--- config.mk ---
export PLATFORM = sky130hd
export DESIGN_NAME = operand_mux_pipe_flat
export DESIGN_NICKNAME = d
export VERILOG_FILES = /design/src/rtl/operand_mux_pipe_pkg.sv /design/src/rtl/operand_mux_pipe_if.sv /design/src/rtl/operand_mux_pipe_fifo2.sv /design/src/rtl/operand_mux_pipe.sv /design/src/flat_wrapper.sv
export SDC_FILE = /design/constraint.sdc
export NUM_CORES = 1
export LEC_CHECK = 0
export ABC_AREA = 0
export CORE_ASPECT_RATIO = 1.25
export CORE_MARGIN = 2
export CORE_UTILIZATION = 52
export DETAILED_ROUTE_END_ITERATION = 6
export DONT_BUFFER_PORTS = 1
export HOLD_SLACK_MARGIN = 0.02
export PLACE_DENSITY = 0.75
export SYNTH_ARGS = -nofsm -noshare
export SYNTH_HDL_FRONTEND = slang
export SYNTH_SLANG_ARGS = --single-unit
--- constraint.sdc ---
create_clock -name clk -period 2.22 [get_ports clk]
set_clock_uncertainty 0.15 [all_clocks]
set_input_delay 0.333 -clock clk [delete_from_list [all_inputs] [get_ports clk]]
set_output_delay 0.333 -clock clk [all_outputs]
set_load 0.01 [all_outputs]
--- src/rtl/operand_mux_pipe_pkg.sv ---
// operand_pkg: shared definitions for the operand multiplexer pipeline.
//   LEGACY_NUM_SRC : source count for which the bit-reversed select map applies
//   occ_e          : occupancy of the 2-entry output FIFO
//   entry_w()      : width of one buffered entry {op_a, op_b, sel_err}
//   idx_map()      : select field -> source index
package operand_pkg;

    localparam int unsigned LEGACY_NUM_SRC = 4;

    typedef enum logic [1:0] {
        OCC_EMPTY = 2'd0,
        OCC_ONE   = 2'd1,
        OCC_FULL  = 2'd2
    } occ_e;

    function automatic int unsigned entry_w(input int unsigned width);
        return 2 * width + 1;
    endfunction

    // Legacy decode swaps the two select bits: 00->0, 10->1, 01->2, 11->3.
    function automatic int unsigned idx_map(input int unsigned sel,
                                            input bit          legacy,
                                            input int unsigned num_src);
        if (legacy && num_src == LEGACY_NUM_SRC)
            return {30'd0, sel[0], sel[1]};
        return sel;
    endfunction

endpackage

--- src/rtl/operand_mux_pipe_if.sv ---
// operand_mux_pipe_if: handshake and data bundle for operand_mux_pipe.
//   in_valid/in_ready   : upstream beat handshake
//   src_data            : NUM_SRC packed source words, source k at [k*WIDTH +: WIDTH]
//   sel_a/sel_b         : operand selects
//   flush               : drop all buffered beats
//   out_valid/out_ready : downstream beat handshake
//   op_a/op_b/sel_err   : head beat presented to the ALU
// Modports: slave = the mux pipeline, master = the stage driving it.
interface operand_mux_pipe_if #(
    parameter int unsigned WIDTH   = 32,
    parameter int unsigned NUM_SRC = 4,
    parameter int unsigned SEL_W   = $clog2(NUM_SRC)
) ();

    logic                     in_valid;
    logic                     in_ready;
    logic [NUM_SRC*WIDTH-1:0] src_data;
    logic [SEL_W-1:0]         sel_a;
    logic [SEL_W-1:0]         sel_b;
    logic                     flush;
    logic                     out_valid;
    logic                     out_ready;
    logic [WIDTH-1:0]         op_a;
    logic [WIDTH-1:0]         op_b;
    logic                     sel_err;

    modport slave (
        input  in_valid, src_data, sel_a, sel_b, flush, out_ready,
        output in_ready, out_valid, op_a, op_b, sel_err
    );

    modport master (
        output in_valid, src_data, sel_a, sel_b, flush, out_ready,
        input  in_ready, out_valid, op_a, op_b, sel_err
    );

endinterface

--- src/rtl/operand_mux_pipe_fifo2.sv ---
// operand_fifo2: generic 2-entry registered FIFO.
//   clk, rst_n : clock, synchronous active-low reset (clears entries to zero)
//   push_i     : write din_i (caller only pushes while count_o < 2)
//   pop_i      : drop head (caller only pops while count_o != 0)
//   flush_i    : empty the FIFO; overrides push and pop
//   din_i      : write data
//   dout_o     : head entry, straight from a register
//   count_o    : occupancy 0..2
module operand_fifo2
    import operand_pkg::*;
#(
    parameter int unsigned DW = 65
) (
    input  logic          clk,
    input  logic          rst_n,
    input  logic          push_i,
    input  logic          pop_i,
    input  logic          flush_i,
    input  logic [DW-1:0] din_i,
    output logic [DW-1:0] dout_o,
    output logic [1:0]    count_o
);

    occ_e          occ_q, occ_d;
    logic [DW-1:0] head_q, head_d;
    logic [DW-1:0] tail_q, tail_d;

    always_comb begin
        occ_d  = occ_q;
        head_d = head_q;
        tail_d = tail_q;
        if (flush_i) begin
            occ_d = OCC_EMPTY;
        end else if (push_i && pop_i && occ_q != OCC_EMPTY) begin
            // Occupancy unchanged; head advances, new beat lands behind it.
            if (occ_q == OCC_FULL) begin
                head_d = tail_q;
                tail_d = din_i;
            end else begin
                head_d = din_i;
            end
        end else if (push_i) begin
            if (occ_q == OCC_EMPTY) begin
                head_d = din_i;
                occ_d  = OCC_ONE;
            end else if (occ_q == OCC_ONE) begin
                tail_d = din_i;
                occ_d  = OCC_FULL;
            end
        end else if (pop_i) begin
            head_d = tail_q;
            occ_d  = (occ_q == OCC_FULL) ? OCC_ONE : OCC_EMPTY;
        end
    end

    always_ff @(posedge clk) begin
        if (!rst_n) begin
            occ_q  <= OCC_EMPTY;
            head_q <= '0;
            tail_q <= '0;
        end else begin
            occ_q  <= occ_d;
            head_q <= head_d;
            tail_q <= tail_d;
        end
    end

    assign dout_o  = head_q;
    assign count_o = occ_q;

endmodule

--- src/rtl/operand_mux_pipe.sv ---
// operand_mux_pipe: selects operands A and B from NUM_SRC packed sources and
// buffers them in a 2-entry skid FIFO in front of the ALU input register.
//   clk, rst_n : clock, synchronous active-low reset
//   bus        : operand_mux_pipe_if slave (handshakes, sources, selects,
//                flush, selected operands and per-beat select error)
// Selection happens at push; the FIFO stores {op_a, op_b, sel_err}.
module operand_mux_pipe
    import operand_pkg::*;
#(
    parameter int unsigned WIDTH      = 32,
    parameter int unsigned NUM_SRC    = 4,
    parameter int unsigned SEL_W      = $clog2(NUM_SRC),
    parameter bit          LEGACY_ENC = 1'b1
) (
    input  logic                 clk,
    input  logic                 rst_n,
    operand_mux_pipe_if.slave    bus
);

    localparam int unsigned EW = entry_w(WIDTH);

    logic [SEL_W-1:0] sel_a, sel_b;
    int unsigned      idx_a, idx_b;
    logic             err_a, err_b;
    logic [WIDTH-1:0] mux_a, mux_b;
    logic [EW-1:0]    entry_in, entry_out;
    logic [1:0]       count;
    logic             push, pop;

    assign sel_a = bus.sel_a;
    assign sel_b = bus.sel_b;

    // An out-of-range index matches no source, so its operand stays zero.
    always_comb begin
        idx_a = idx_map(32'(sel_a), LEGACY_ENC, NUM_SRC);
        idx_b = idx_map(32'(sel_b), LEGACY_ENC, NUM_SRC);
        err_a = (idx_a >= NUM_SRC);
        err_b = (idx_b >= NUM_SRC);
        mux_a = '0;
        mux_b = '0;
        for (int unsigned k = 0; k < NUM_SRC; k++) begin
            if (idx_a == k) mux_a = bus.src_data[k*WIDTH +: WIDTH];
            if (idx_b == k) mux_b = bus.src_data[k*WIDTH +: WIDTH];
        end
    end

    assign entry_in = {mux_a, mux_b, err_a | err_b};

    // in_ready depends only on registered occupancy and reset, never on out_ready.
    assign bus.in_ready  = rst_n && (count < 2'd2);
    assign bus.out_valid = (count != 2'd0);
    assign push          = bus.in_valid && bus.in_ready;
    assign pop           = bus.out_valid && bus.out_ready;

    operand_fifo2 #(
        .DW(EW)
    ) u_fifo (
        .clk     (clk),
        .rst_n   (rst_n),
        .push_i  (push),
        .pop_i   (pop),
        .flush_i (bus.flush),
        .din_i   (entry_in),
        .dout_o  (entry_out),
        .count_o (count)
    );

    assign {bus.op_a, bus.op_b, bus.sel_err} = entry_out;

endmodule

--- src/flat_wrapper.sv ---
// flat-port wrapper written by rule: the top's interface ports become plain ports
module operand_mux_pipe_flat import operand_pkg::*;
#(
    parameter int unsigned WIDTH      = 32,
    parameter int unsigned NUM_SRC    = 4,
    parameter int unsigned SEL_W      = $clog2(NUM_SRC),
    parameter bit          LEGACY_ENC = 1'b1
)
  (clk, rst_n, bus_in_valid, bus_src_data, bus_sel_a, bus_sel_b, bus_flush, bus_out_ready, bus_in_ready, bus_out_valid, bus_op_a, bus_op_b, bus_sel_err);
  operand_mux_pipe_if #(.WIDTH(WIDTH), .NUM_SRC(NUM_SRC), .SEL_W(SEL_W)) bus_i ();
  input  logic clk;
  input  logic rst_n;
  input wire logic [$bits(bus_i.in_valid)-1:0] bus_in_valid;
  input wire logic [$bits(bus_i.src_data)-1:0] bus_src_data;
  input wire logic [$bits(bus_i.sel_a)-1:0] bus_sel_a;
  input wire logic [$bits(bus_i.sel_b)-1:0] bus_sel_b;
  input wire logic [$bits(bus_i.flush)-1:0] bus_flush;
  input wire logic [$bits(bus_i.out_ready)-1:0] bus_out_ready;
  output wire logic [$bits(bus_i.in_ready)-1:0] bus_in_ready;
  output wire logic [$bits(bus_i.out_valid)-1:0] bus_out_valid;
  output wire logic [$bits(bus_i.op_a)-1:0] bus_op_a;
  output wire logic [$bits(bus_i.op_b)-1:0] bus_op_b;
  output wire logic [$bits(bus_i.sel_err)-1:0] bus_sel_err;
  assign bus_i.in_valid = bus_in_valid;
  assign bus_i.src_data = bus_src_data;
  assign bus_i.sel_a = bus_sel_a;
  assign bus_i.sel_b = bus_sel_b;
  assign bus_i.flush = bus_flush;
  assign bus_i.out_ready = bus_out_ready;
  assign bus_in_ready = bus_i.in_ready;
  assign bus_out_valid = bus_i.out_valid;
  assign bus_op_a = bus_i.op_a;
  assign bus_op_b = bus_i.op_b;
  assign bus_sel_err = bus_i.sel_err;
  operand_mux_pipe #(.WIDTH(WIDTH), .NUM_SRC(NUM_SRC), .SEL_W(SEL_W), .LEGACY_ENC(LEGACY_ENC)) u_core (.clk(clk), .rst_n(rst_n), .bus(bus_i));
endmodule
==> flow_metrics.py, run 1 <==
metrics = {
    "sta": {
        "timing_worst_slew_pin_value_ps": 631,
        "setup_ws_ps": 203,
        "report.final.hold_viol_count": 0,
        "finalSetupTns_ps": 0,
        "layout_worst_path_cycle_share_pct": 90.9,
        "report.final.slew_viol_count": 0,
        "rsz0062_at_grt": "no",
        "finalCriticalPeriod_ps": 2020,
        "max_fclk_ghz": 0.496,
        "setup_viol": 0,
        "worst_slew_margin_rel_pct": 58.0,
    },
    "grt": {
        "grt_max_degree": 69,
        "initial_antenna_violation_count": 0,
        "busiest_layer": "met2",
        "gr-usage-all-layers_pct": 28.6,
        "grt_first_pass_wirelength_mm": 35.8,
        "gr-usage-met2_pct": 45.5,
        "grt-ovfl-total": 0,
        "grt.met3_usage_pct": 8.28,
        "grt_pass1_vias": 6483,
        "m1_gr_usage_pct": 36.7,
    },
    "detailed_routing": {
        "drt_iter0_markers": 712,
        "firstDrtPassIters": 6,
        "via_per_inst": 7.38,
        "drcViolationCount": 0,
        "via_count": 6643,
        "antenna_viol_nets_final": 0,
        "drt_wl_total_mm": 22.7,
        "wl_per_cell_um": 25.2,
    },
    "yosys": {
        "average_footprint_of_a_synthesized_cell_um2": 10.1,
        "ys_top_cells_by_area": "sky130_fd_sc_hd__dfxtp_1, sky130_fd_sc_hd__mux4_2, sky130_fd_sc_hd__a221oi_2",
        "synth.cell_area_um2": 7670,
        "synth_area_leader_cell": "sky130_fd_sc_hd__dfxtp_1",
        "netlist-cell-type-count": 26,
        "synthDominantCellAreaShare_pct": 33.9,
        "postSynthRegisterBits": 130,
        "synth_fp_nets": 900,
        "synth_sequential_area_ratio_pct": 33.9,
        "synth_cells": 763,
        "synthesis.yosys.warnings": 0,
    },
    "clock_network": {
        "ctsHtreeMaxLevel": 4,
        "tritoncts_num_sinks": 130,
        "worst_skew_pair.late_latency_ps": 410,
        "cts_root_buf": "sky130_fd_sc_hd__clkbuf_16",
        "post_cts_buffers": 0,
        "clockBufferDepth": 2,
        "post_cts_resize_count": 0,
        "clkSlewWorstSetupHoldPaths_ps": 60,
        "cts_tree": "built",
        "cts-buffers-inserted": 17,
    },
    "min_path": {
        "hp-class": "in -> reg",
        "holdCritStartpoint": "bus_flush",
        "hold_depth": 2,
        "hold-path-endpoint": "u_core.u_fifo.dout_o[57]$_SDFFE_PN0P_",
    },
    "status": {
        "result_of_the_run": "finished, final reports clean",
    },
    "critical_path": {
        "reg2reg_setup_slack_ps": 200,
        "timing.rr.end": "u_core.u_fifo.dout_o[6]$_SDFFE_PN0P_",
        "arrival_ps": 2150,
        "critPathMaxStageDelay_ps": 550,
        "r2r_cells": 4,
        "worst_r2r_startpoint": "u_core.u_fifo.count_o[1]$_SDFFE_PP0P_",
        "timing.critical_path.slowest_stage_cell": "sky130_fd_sc_hd__dfxtp_1",
        "critical_path.cell_chain": "nand4bb_4 > a21o_4 > buf_4 > a221oi_2",
        "timing.critical_path.from_type": "flop",
        "crit_required_ps": 2350,
        "cp_max_fo": 35,
        "worst_setup_path_end_kind": "flop",
        "criticalPathCategory": "reg -> reg",
    },
    "die": {
        "fp.dieH_um": 140,
        "placement_rows": 49,
        "die-area_um2": 15800,
        "die_width_um": 113,
        "fp.coreArea_um2": 14400,
        "floorplan.initialDensity_pct": 53.3,
        "io-pin-count": 204,
    },
    "final_layout": {
        "filler_cell_count": 1178,
        "post_route_cells_drive_above_1_share_pct": 26.2,
        "n_antenna_cell": 0,
        "area_growth_pct": 7.71,
        "final_common_cell": "sky130_fd_sc_hd__dfxtp_1",
        "count_of_nets_after_finishing": 846,
        "layout.cells.most_common_list": "sky130_fd_sc_hd__dfxtp_1, sky130_fd_sc_hd__a221oi_1, sky130_fd_sc_hd__nand2_1, sky130_fd_sc_hd__a21oi_1",
        "instances_no_fill": 900,
    },
    "power": {
        "worst_ir_drop_vdd_v": 0.000420,
        "pwr_density_cell_nw_per_um2": 730,
        "power_leakage_nw": 2.48,
    },
    "placed_design": {
        "place_inst": 864,
        "gp_routability_congestion": 0.811,
        "quantity_of_i_o_buffers_inserted_on_ports": 0,
        "place_hpwl_mm": 14.6,
        "placement.setup.worst_slack_ps": 202,
    },
    "run": {
        "cap_violations": 0,
    },
}
## registers in the layout, indices dropped and copies added, names as in the netlist
| signal | cells |
|---|---|
| u_core.u_fifo.dout_o | 64 |
| u_core.u_fifo.tail_q | 64 |
| u_core.u_fifo.count_o | 2 |
## final cells by class
type / count / area (µm²) / share of cell area, %
multi-input combinational: 468 / 4330 / 52.3
sequential: 130 / 2600 / 31.5
clock buffer: 17 / 425 / 5.15
timing repair buffer: 27 / 300 / 3.63
inverter: 65 / 246 / 2.98
tap: 178 / 223 / 2.69
clock inverter: 15 / 144 / 1.74
## report_power, final
part / total, mW / internal [mW] / leakage [nW] / switching [mW]
Combinational: 0.822 / 0.386 / 1.14 / 0.436
Clock: 2.68 / 1.64 / 0.278 / 1.04
Sequential: 2.53 / 2.42 / 1.06 / 0.110
## worst max-delay path by stage
stage,slack [ps],to,cells past startpoint,startpoint
detailed placement,200,u_core.u_fifo.dout_o[3]$_SDFFE_PN0P_,4,u_core.u_fifo.count_o[1]$_SDFFE_PP0P_
global route,110,u_core.u_fifo.dout_o[9]$_SDFFE_PN0P_,4,u_core.u_fifo.count_o[1]$_SDFFE_PP0P_
finish,200,u_core.u_fifo.dout_o[6]$_SDFFE_PN0P_,4,u_core.u_fifo.count_o[1]$_SDFFE_PP0P_
global placement,280,u_core.u_fifo.dout_o[8]$_SDFFE_PN0P_,4,u_core.u_fifo.count_o[1]$_SDFFE_PP0P_
CTS,200,u_core.u_fifo.dout_o[6]$_SDFFE_PN0P_,4,u_core.u_fifo.count_o[1]$_SDFFE_PP0P_
floorplan,580,u_core.u_fifo.dout_o[10]$_SDFFE_PN0P_,5,bus_sel_b[1]
## per-stage QoR
step                utilization [%]  instance area, µm²  hold slack (ps)  total power [mW]
detailed placement             53.1                7660              268              3.38
floorplan                         -                7670              262              3.27
finish                         57.4                8270             77.5              6.03
CTS                            57.4                8270             53.7              6.04
global route                   57.4                8270             62.4              6.23
global placement               53.1                7660              265              3.36
## kinds of logic (layout without fill, tap and decap cells)
logic type	after synthesis	in the layout	synth area share [%]
compound gates	261	261	28.3
buf+inv	165	124	10.4
flops	130	130	33.9
mux	64	64	18.8
other cells	1	1	0.0489
simple gates	142	142	8.61
## cells in the mapped netlist (all sizes together)
library cell	instances
a21o	2
a21oi	65
a221oi	128
a31oi	1
and3b	1
and4bb	1
buf	56
clkbuf	44
conb	1
dfxtp	130
inv	65
mux4	64
nand2	66
nand2b	2
nand3	64
nand3b	2
nand4bb	2
nor2	1
nor2b	1
nor3	1
o21ai	65
or2	1
## critical path: cells and delay by family, from the launching register on
family                 cells  cell delay [ps]
AO/OA/AOI/OAI              2              640
buffers and inverters      1              310
flip-flops                 1              550
AND/OR/NAND/NOR            1              250
## timing repair
action | 4_1_cts | 5_1_grt
hold buffers | 4 | 0
setup endpoints to repair | 0 | 0
hold endpoints to repair | 2 | 0
## metal layers
| layer | vias to the layer above | share of wire [%] | wire, µm |
|---|---|---|---|
| li1 | 2830 | - | - |
| met2 | 455 | 49 | 11100 |
| met3 | 68 | 11 | 2540 |
| met4 | 0 | 3.3 | 752 |
| met1 | 3290 | 37 | 8360 |
| met5 | - | 0 | 0 |
Note: power is estimated with default switching activity, not from simulation.
==> run 2: changes to the inputs <==
--- a/config.mk
+++ b/config.mk
@@ -15,4 +15,5 @@
 export PLACE_DENSITY = 0.75
 export SYNTH_ARGS = -nofsm -noshare
 export SYNTH_HDL_FRONTEND = slang
+export SYNTH_HIERARCHICAL = 1
 export SYNTH_SLANG_ARGS = --single-unit
==> run 2 against run 1 <==
The run now ends with design-rule violations left. Largest power group unchanged. Fmax is 6.4% lower. Via count is 14% higher. Non-clock buffer count is 106 higher. Die area is 1.1% higher. Final area is 13% higher. Routed wire length is 16% higher. Setup slack worse by 140 ps. Total power is 1.1% higher. Cell count is 13% higher. Critical endpoint is now u_core/u_fifo/tail_q[44]$_SDFFE_PN0P_. Sequential share of layout area is 3.2 points lower. Synthesized cell count is 2.6% higher.
==> flow_metrics.py, run 2 <==
metrics = {
    "status": {
        "result_of_the_run": "finished with violations",
        "violations": "design-rule violations",
    },
    "yosys": {
        "postSynthRegisterBits": 132,
        "synth.cell_area_um2": 7760,
        "ys_top_cells_by_area": "sky130_fd_sc_hd__dfxtp_1, sky130_fd_sc_hd__mux4_2, sky130_fd_sc_hd__mux2i_1",
        "synthDominantCellAreaShare_pct": 34.1,
        "netlist-cell-type-count": 29,
        "synth_cells": 783,
        "synth_area_leader_cell": "sky130_fd_sc_hd__dfxtp_1",
        "synth_top_cells_by_count": "sky130_fd_sc_hd__dfxtp_1, sky130_fd_sc_hd__nand2_1, sky130_fd_sc_hd__clkbuf_1",
        "synth-edff-count": 0,
        "synth_sequential_area_ratio_pct": 34.1,
        "async_flop_share_pct": 0,
        "synth.most_common_cell": "sky130_fd_sc_hd__dfxtp_1",
        "ys_dominant_reg_cell": "sky130_fd_sc_hd__dfxtp_1",
        "synthesis.yosys.warnings": 6,
        "average_footprint_of_a_synthesized_cell_um2": 9.91,
    },
    "detailed_routing": {
        "drt_wl_total_mm": 26.4,
        "drt_iter0_markers": 1365,
        "wl_per_cell_um": 26.0,
        "drcViolationCount": 13,
        "firstDrtPassIters": 7,
        "via_per_inst": 7.47,
        "antenna_viol_nets_final": 0,
        "via_count": 7603,
    },
    "die": {
        "io-pin-count": 204,
        "placement_rows": 49,
        "fp.dieH_um": 141,
        "die_width_um": 113,
        "die-area_um2": 15900,
        "fp.coreArea_um2": 14500,
        "floorplan.initialDensity_pct": 53.6,
    },
    "grt": {
        "grt-ovfl-total": 0,
        "initial_antenna_violation_count": 0,
        "grt_first_pass_wirelength_mm": 40.3,
        "gr-usage-all-layers_pct": 32.0,
        "grt_pass1_vias": 7645,
        "grt_max_degree": 114,
    },
    "power": {
        "pwr_density_cell_nw_per_um2": 652,
        "power_leakage_nw": 3.12,
        "worst_ir_drop_vdd_v": 0.000501,
        "finalPower_mw": 6.10,
    },
    "sta": {
        "final.hold.worst_slack_ps": 167,
        "report.final.slew_viol_count": 0,
        "setup_ws_ps": 65.2,
        "max_fclk_ghz": 0.464,
        "rsz0062_at_grt": "yes",
        "worst_slew_margin_rel_pct": 32.0,
        "setup_viol": 0,
        "timing_worst_slew_pin_value_ps": 1020,
        "layout_worst_path_cycle_share_pct": 97.1,
        "finalCriticalPeriod_ps": 2150,
        "report.final.hold_viol_count": 0,
    },
    "placed_design": {
        "place_hpwl_mm": 14.4,
        "place_inst": 876,
        "gp_routability_congestion": 0.817,
        "placement.setup.worst_slack_ps": 79.8,
        "quantity_of_i_o_buffers_inserted_on_ports": 0,
    },
    "clock_network": {
        "cts-buffers-inserted": 17,
        "cts_tree": "built",
        "ctsHtreeMaxLevel": 4,
        "tritoncts_num_sinks": 132,
        "clockBufferDepth": 2,
        "cts_root_buf": "sky130_fd_sc_hd__clkbuf_16",
        "clkSlewWorstSetupHoldPaths_ps": 60,
        "worst_skew_pair.late_latency_ps": 420,
        "post_cts_resize_count": 0,
    },
    "final_layout": {
        "sequential_cell_area_um2": 2640,
        "count_of_nets_after_finishing": 966,
        "layout.cells.most_common_list": "sky130_fd_sc_hd__dfxtp_1, sky130_fd_sc_hd__nand2_1, sky130_fd_sc_hd__dlygate4sd3_1, sky130_fd_sc_hd__a21oi_1",
        "post_route_cells_drive_above_1_share_pct": 14.5,
        "instances_no_fill": 1018,
        "multi_input_comb_area_um2": 4580,
        "n_antenna_cell": 0,
        "fin_util_pct": 64.6,
        "area_growth_pct": 20.5,
        "final_common_cell": "sky130_fd_sc_hd__dfxtp_1",
        "filler_cell_count": 1105,
    },
    "critical_path": {
        "criticalPathCategory": "reg -> reg",
        "arrival_ps": 2340,
        "worst_setup_path_end_kind": "flop",
        "crit_required_ps": 2400,
        "cp_max_fo": 35,
        "timing.critical_path.from_type": "flop",
    },
    "run": {
        "cap_violations": 0,
    },
    "min_path": {
        "hp-class": "in -> reg",
    },
}
run 2: cell types whose count changed after synthesis, sizes merged, moves of 26 or more:
cell,previous run,this run
a221oi,128,0
mux2i,0,65
o31ai,0,65
o32ai,0,65
a31oi,1,65
nand2,66,130
nand3,64,0
inv,65,2
o21ai,65,3
clkbuf,44,78
buf,56,30
run 2: routing by layer:
metal / global-route usage, % / part of all wire, % / wire length [µm]
met5: 0 / 0 / 0
met4: 16.5 / 5.0 / 1310
met2: 53.5 / 49 / 13000
met1: 38.8 / 35 / 9160
met3: 7.09 / 11 / 2940
run 2: logic make-up (layout without fill, tap and decap cells):
group	count (synthesis)	after routing	share of synthesized area (%)
compound gates	267	267	23.6
simple gates	144	145	7.56
flops	132	132	34.1
mux	129	129	27.2
buf+inv	110	165	7.53
other cells	1	2	0.0483
run 2: path summary, 6_finish.rpt:
| kind | end | slack, ps | cells past startpoint | startpoint |
|---|---|---|---|---|
| max | u_core/u_fifo/tail_q[44]$_SDFFE_PN0P_ | 70 | 5 | u_core/u_fifo/count_o[1]$_SDFFE_PP0P_ |
| min reg2reg | u_core/u_fifo/tail_q[3]$_SDFFE_PN0P_ | 340 | 2 | u_core/u_fifo/tail_q[3]$_SDFFE_PN0P_ |
| max reg2reg | u_core/u_fifo/tail_q[44]$_SDFFE_PN0P_ | 70 | 5 | u_core/u_fifo/count_o[1]$_SDFFE_PP0P_ |
| min | u_core/u_fifo/tail_q[35]$_SDFFE_PN0P_ | 170 | 3 | bus_sel_a[0] |
run 2: per-stage QoR:
step	area [µm²]	setup TNS, ps
global route	9350	-17.0
CTS	9340	0
global placement	7650	0
floorplan	7760	0
finish	9350	0
detailed placement	7650	0
run 2: area by class of cell:
| type | count | area share, % |
|---|---|---|
| multi-input combinational | 543 | 49.0 |
| sequential | 132 | 28.3 |
| timing repair buffer | 133 | 14.4 |
| clock buffer | 19 | 4.63 |
| tap | 178 | 2.38 |
| clock inverter | 11 | 1.22 |
| inverter | 2 | 0.0803 |
run 2: power breakdown:
group | switching [mW] | internal, mW | total, mW
sequential | 0.104 | 2.45 | 2.55
combinational | 0.390 | 0.464 | 0.855
clock | 1.07 | 1.63 | 2.69
run 2: critical path: stages (launching register included):
cell and delay, ps:
sky130_fd_sc_hd__dfxtp_1 300, sky130_fd_sc_hd__o21a_1 250, sky130_fd_sc_hd__or3b_1 420, sky130_fd_sc_hd__a211oi_4 340, sky130_fd_sc_hd__buf_12 320, sky130_fd_sc_hd__mux2i_1 270
run 2: timing repair:
item / CTS / global route
hold endpoints to repair: 132 / 0
setup endpoints to repair: 0 / 30
buffers inserted: 0 / 0
hold buffers: 111 / 0
==> run 3: changes to the inputs <==
--- a/config.mk
+++ b/config.mk
@@ -11,7 +11,6 @@
 export CORE_UTILIZATION = 52
 export DETAILED_ROUTE_END_ITERATION = 6
 export DONT_BUFFER_PORTS = 1
-export HOLD_SLACK_MARGIN = 0.02
 export PLACE_DENSITY = 0.75
 export SYNTH_ARGS = -nofsm -noshare
 export SYNTH_HDL_FRONTEND = slang
==> results of run 3 <==
Final layout, timing and power as in run 2 (identical DEF).
